===== src/rtl/uart_rx_ctrl.sv =====
// Receive-path sequencer: detects the start bit, walks oversampling ticks and bit
// positions, strobes the sampler/deserializer/checkers and qualifies each frame.
module uart_rx_ctrl #(
  parameter int unsigned PRESCALE   = 8,
  parameter int unsigned DATA_WIDTH = 8
) (
  input  logic       clk2,
  input  logic       rst,
  input  logic       rx_in,
  input  logic       par_en,
  input  logic       strt_glitch,
  input  logic       par_err,
  input  logic       stop_err,
  output logic       dat_samp_en,
  output logic [4:0] edge_cnt,
  output logic       strt_chk_en,
  output logic       deser_en,
  output logic       par_chk_en,
  output logic       stop_chk_en,
  output logic       data_valid,
  output logic       busy
);

  localparam logic [2:0] StIdle   = 3'd0;
  localparam logic [2:0] StStart  = 3'd1;
  localparam logic [2:0] StData   = 3'd2;
  localparam logic [2:0] StParity = 3'd3;
  localparam logic [2:0] StStop   = 3'd4;
  localparam logic [2:0] StCheck  = 3'd5;

  localparam logic [4:0] EdgeLast = 5'(PRESCALE - 1);
  localparam logic [3:0] BitLast  = 4'(DATA_WIDTH);

  logic [2:0] state_q, state_d;
  logic [4:0] edge_q, edge_d;
  logic [3:0] bit_q, bit_d;
  logic       par_en_q, par_en_d;
  logic       data_valid_q, data_valid_d;

  logic last_tick;
  logic start_det;
  logic glitch_abort;
  logic counting;

  assign last_tick = (edge_q == EdgeLast);
  // The line is only looked at while waiting for a frame or in the one-cycle check slot.
  assign start_det = ((state_q == StIdle) || (state_q == StCheck)) && !rx_in;
  // Start checker's verdict arrives in the first data-bit cycle.
  assign glitch_abort = (state_q == StData) && (edge_q == 5'd0) && (bit_q == 4'd1)
                        && strt_glitch;
  assign counting = (state_q != StIdle) && (state_q != StCheck);

  always_comb begin
    state_d = state_q;
    case (state_q)
      StIdle: begin
        if (start_det) state_d = StStart;
      end
      StStart: begin
        if (last_tick) state_d = StData;
      end
      StData: begin
        if (glitch_abort) begin
          state_d = StIdle;
        end else if (last_tick && (bit_q == BitLast)) begin
          state_d = par_en_q ? StParity : StStop;
        end
      end
      StParity: begin
        if (last_tick) state_d = StStop;
      end
      StStop: begin
        if (last_tick) state_d = StCheck;
      end
      StCheck: begin
        state_d = start_det ? StStart : StIdle;
      end
      default: state_d = StIdle;
    endcase
  end

  always_comb begin
    edge_d = edge_q;
    bit_d  = bit_q;
    if ((state_d == StIdle) || start_det) begin
      edge_d = 5'd0;
      bit_d  = 4'd0;
    end else if (counting) begin
      if (last_tick) begin
        edge_d = 5'd0;
        bit_d  = bit_q + 4'd1;
      end else begin
        edge_d = edge_q + 5'd1;
      end
    end
  end

  assign par_en_d     = start_det ? par_en : par_en_q;
  assign data_valid_d = (state_q == StCheck) && !stop_err && !(par_en_q && par_err);

  always_ff @(posedge clk2 or negedge rst) begin
    if (!rst) begin
      state_q      <= StIdle;
      edge_q       <= 5'd0;
      bit_q        <= 4'd0;
      par_en_q     <= 1'b0;
      data_valid_q <= 1'b0;
    end else begin
      state_q      <= state_d;
      edge_q       <= edge_d;
      bit_q        <= bit_d;
      par_en_q     <= par_en_d;
      data_valid_q <= data_valid_d;
    end
  end

  assign busy        = (state_q != StIdle);
  assign dat_samp_en = (state_q != StIdle);
  assign edge_cnt    = edge_q;
  assign strt_chk_en = (state_q == StStart) && last_tick;
  assign deser_en    = (state_q == StData) && last_tick;
  assign par_chk_en  = (state_q == StParity) && last_tick;
  assign stop_chk_en = (state_q == StStop) && last_tick;
  assign data_valid  = data_valid_q;

endmodule


===== config.mk =====
export PLATFORM = sky130hd
export DESIGN_NAME = uart_rx_ctrl
export DESIGN_NICKNAME = d
export VERILOG_FILES = /design/src/rtl/uart_rx_ctrl.sv
export SDC_FILE = /design/constraint.sdc
export NUM_CORES = 1
export LEC_CHECK = 0
export CORE_AREA = 2 2 46 48
export CTS_BUF_LIST = sky130_fd_sc_hd__clkbuf_2 sky130_fd_sc_hd__clkbuf_4 sky130_fd_sc_hd__clkbuf_8
export CTS_CLUSTER_SIZE = 14
export DETAILED_ROUTE_END_ITERATION = 8
export DIE_AREA = 0 0 48 50
export GPL_TIMING_DRIVEN = 0
export PLACE_DENSITY_LB_ADDON = 0.08
export SKIP_CTS_REPAIR_TIMING = 1
export SLEW_MARGIN = 20
export SYNTH_ARGS = -nofsm -noshare
export SYNTH_HDL_FRONTEND = slang
export SYNTH_SLANG_ARGS = --single-unit

===== constraint.sdc =====
create_clock -name clk2 -period 2.2 [get_ports clk2]
set_input_delay 0.22 -clock clk2 [delete_from_list [all_inputs] [get_ports clk2]]
set_output_delay 0.22 -clock clk2 [all_outputs]
set_load 0.1 [all_outputs]

==> results.yml <==
critical_path:
  cp-start-kind: "register"
  cp_num_buf_inv: 2
  end_kind: "register"
  crit_path_max_incr_delay_ns: 0.52
  worstSetupPathType: "register to register"
  crit_top_cell: "nor3_1"
  crit_required_ns: 2.35
  critPathTopFamily: "simple AND/OR/NAND/NOR gates"
  path_cells: "inv_1 > ha_1 > or4bb_1 > nor3_1 > o211ai_1 > nor3_4 > buf_4 > nor3_1"
  cp.arrival_ns: 2.26
  path_max_fanout: 5
  cp_slowest_cell: "dfrtp_4"
global_route:
  use_met2_pct: 33.3
  grt_pass1_vias: 811
  grt_use_met3_pct: 2.20
  busiest_layer: "met2"
  antenna_found_initial: 0
  grt_pass1_wl_um: 3600
  grtUsageMet1_pct: 28.4
  grt_usage_pct: 20.6
  gr-total-overflow: 0
  grt_max_degree: 15
final_layout:
  diodes: 0
  multi_input_area_um2: 601
  fillers: 154
  fin_nets: 135
  regArea_um2: 362
  fin_util_pct: 66.3
  synthToLayoutAreaGrowth_pct: 36.8
  post-route-cell-area_um2: 1260
  drive_gt1_share_pct: 29.5
timing:
  slew_violations: 0
  worst_pin_slew_ns: 0.970
  setup-violations-final: 0
  fin_worst_skew_ns: 0.00611
  fin_crit_sh_pct: 95.9
  fin_crit_ns: 2.11
  slew_headroom_pct: 35.1
  max_freq_mhz: 474
  hold_viol: 0
die:
  die_x_um: 48
  die_y_um: 50
  start_util_pct: 48.5
  core-area_um2: 1900
  ios: 19
  num_rows: 16
  dieArea_um2: 2400
clock_network:
  cts_buffers: 3
  ctsHtreeMaxLevel: 1
  max-clock-path-buffers: 2
  clk_latency_ns: 0.28
  clockRootBuffer: "clkbuf_4"
  tritoncts: "done"
  clkTransAtPathRegs_ns: 0.09
  cts.sinks: 14
route:
  vias: 816
  drt_wl_total_um: 2100
  viasPerCell: 5.48
  route.detailed.drc: 0
  drtIter0Drc: 12
  drt-wirelength-per-cell_um: 14.1
  ant_nets: 0
  drtPass1Iterations: 4
flow_run:
  max_cap_viol_count: 0
yosys:
  netlist_top_cells_area: "dfrtp_1, ha_1, nor3_1, xor2_1, nand2_1"
  synth_nets: 111
  syn_inst: 99
  netlist.area_leader.share_pct: 38.0
  ys_types: 33
  syn_area_um2: 922
  postSynthAreaPerCell_um2: 9.31
  yosys.area.top_type: "dfrtp_1"
  ys_seq_area_share_pct: 38.0
  ys_warn_count: 0
  synth-seq-cells: 14
power_and_ir_drop:
  clkPwrFrac_pct: 16.7
  p_switching_uw: 567
  pwr-share-comb_pct: 53.1
  p_per_area_nw_per_um2: 896
  vdd_drop_max_uv: 537
  p_int_uw: 564
  switching_share_pct: 50.1
  p_seq_share_pct: 30.2
  p_leak_uw: 0.000512
run_status:
  outcome: "complete, no violations"
hold_path:
  worstHoldPathType: "primary input to asynchronous set/reset pin"
placed_design:
  postPlaceCellArea_um2: 1210
  dpl.hpwl_um: 1560
  gp_congestion: 0.805
  port_buffers: 18
-- final timing paths --
| check | to | slack, ns | cells past startpoint | start |
|---|---|---|---|---|
| max reg2reg | edge_cnt[4] | 0.09 | 8 | edge_cnt[1] |
| max in group asynchronous | edge_cnt[0] | 1.42 | 1 | rst |
| min | edge_cnt[1] | 0.32 | 1 | rst |
| min reg2reg | data_valid | 0.48 | 1 | par_en_q |
| min in group clk2 | data_valid | 0.48 | 1 | par_en_q |
| max | edge_cnt[4] | 0.09 | 8 | edge_cnt[1] |
-- cells in the final DEF, fill, tap and decap left out, drive strengths merged, types with 5 or more instances in the layout --
cell type / instances
dfrtp: 14
nor3: 13
clkdlybuf4s50: 12
clkbuf: 10
nand2: 9
nor2: 7
buf: 6
inv: 5
xor2: 5
ha: 5
-- routing by layer --
| metal | routed length, um | share of wire, % |
|---|---|---|
| met1 | 926 | 44 |
| met2 | 1050 | 50 |
| met3 | 77 | 3.7 |
| met4 | 38 | 1.8 |
| met5 | 0 | 0 |
-- Yosys cell counts, drive strengths merged --
library cell   n
buf            2
or4b           1
o21ai          4
a21boi         1
or3            4
nor3          13
a31oi          1
a21oi          4
clkbuf         3
nand4bb        2
o311a          1
nand2b         1
dfrtp         14
nand3          2
or4bb          1
xor2           5
nor2           7
a221oi         1
ha             5
nor2b          3
o211ai         1
xnor2          1
inv            5
nand4          2
nand3b         2
or2            1
and4bb         1
nor4           2
nand2          9
-- area by class of cell --
type,count,area share (%)
Buffer,3,1.88
Clock buffer,4,2.88
Inverter,5,1.49
Multi-Input combinational cell,75,47.6
Sequential cell,14,28.7
Tap cell,27,2.68
Timing Repair Buffer,21,14.8
-- state kept, by name, indices dropped and copies added (netlist names) --
| register | cells |
|---|---|
| data_valid | 1 |
| state_q | 3 |
| edge_cnt | 5 |
| par_en_q | 1 |
| bit_q | 4 |
-- power by group through the flow --
stage                     combinational, uW  clock, uW  sequential, uW
after CTS                               573        190             342
after floorplan                         355          0             427
after global routing                    647        201             348
final                                   600        189             341
after global placement                  564          0             345
after detailed placement                572          0             348
-- logic make-up (layout without fill, tap and decap cells) --
group,after synthesis,count (layout),synth area share [%]
fa+ha+maj,5,5,6.78
xor+xnor,6,6,5.70
simple gates,51,51,35.6
flops,14,14,38.0
compound gates,13,13,9.36
buf+inv,10,33,4.61
-- metrics by stage --
stage | worst slack [ns] | hold WS, ns | std cells | setup TNS (ns) | total power (uW)
finish | 0.0897 | 0.316 | 149 | 0 | 1130
global route | -0.00121 | 0.395 | 149 | -0.00121 | 1200
CTS | -0.768 | 0.349 | 148 | -3.91 | 1100
detailed placement | -0.449 | 0.477 | 144 | -2.00 | 919
global placement | -0.447 | 0.473 | 144 | -1.92 | 909
floorplan | -0.124 | -0.0756 | 99 | -0.124 | 782
-- worst reg2reg max path, cell delays in order (launching register included) --
cell and delay [ns]:
dfrtp_4 0.52, inv_1 0.07, ha_1 0.15, or4bb_1 0.45, nor3_1 0.20, o211ai_1 0.15
nor3_4 0.20, buf_4 0.18, nor3_1 0.06
Power figures use the tool's default switching activity.
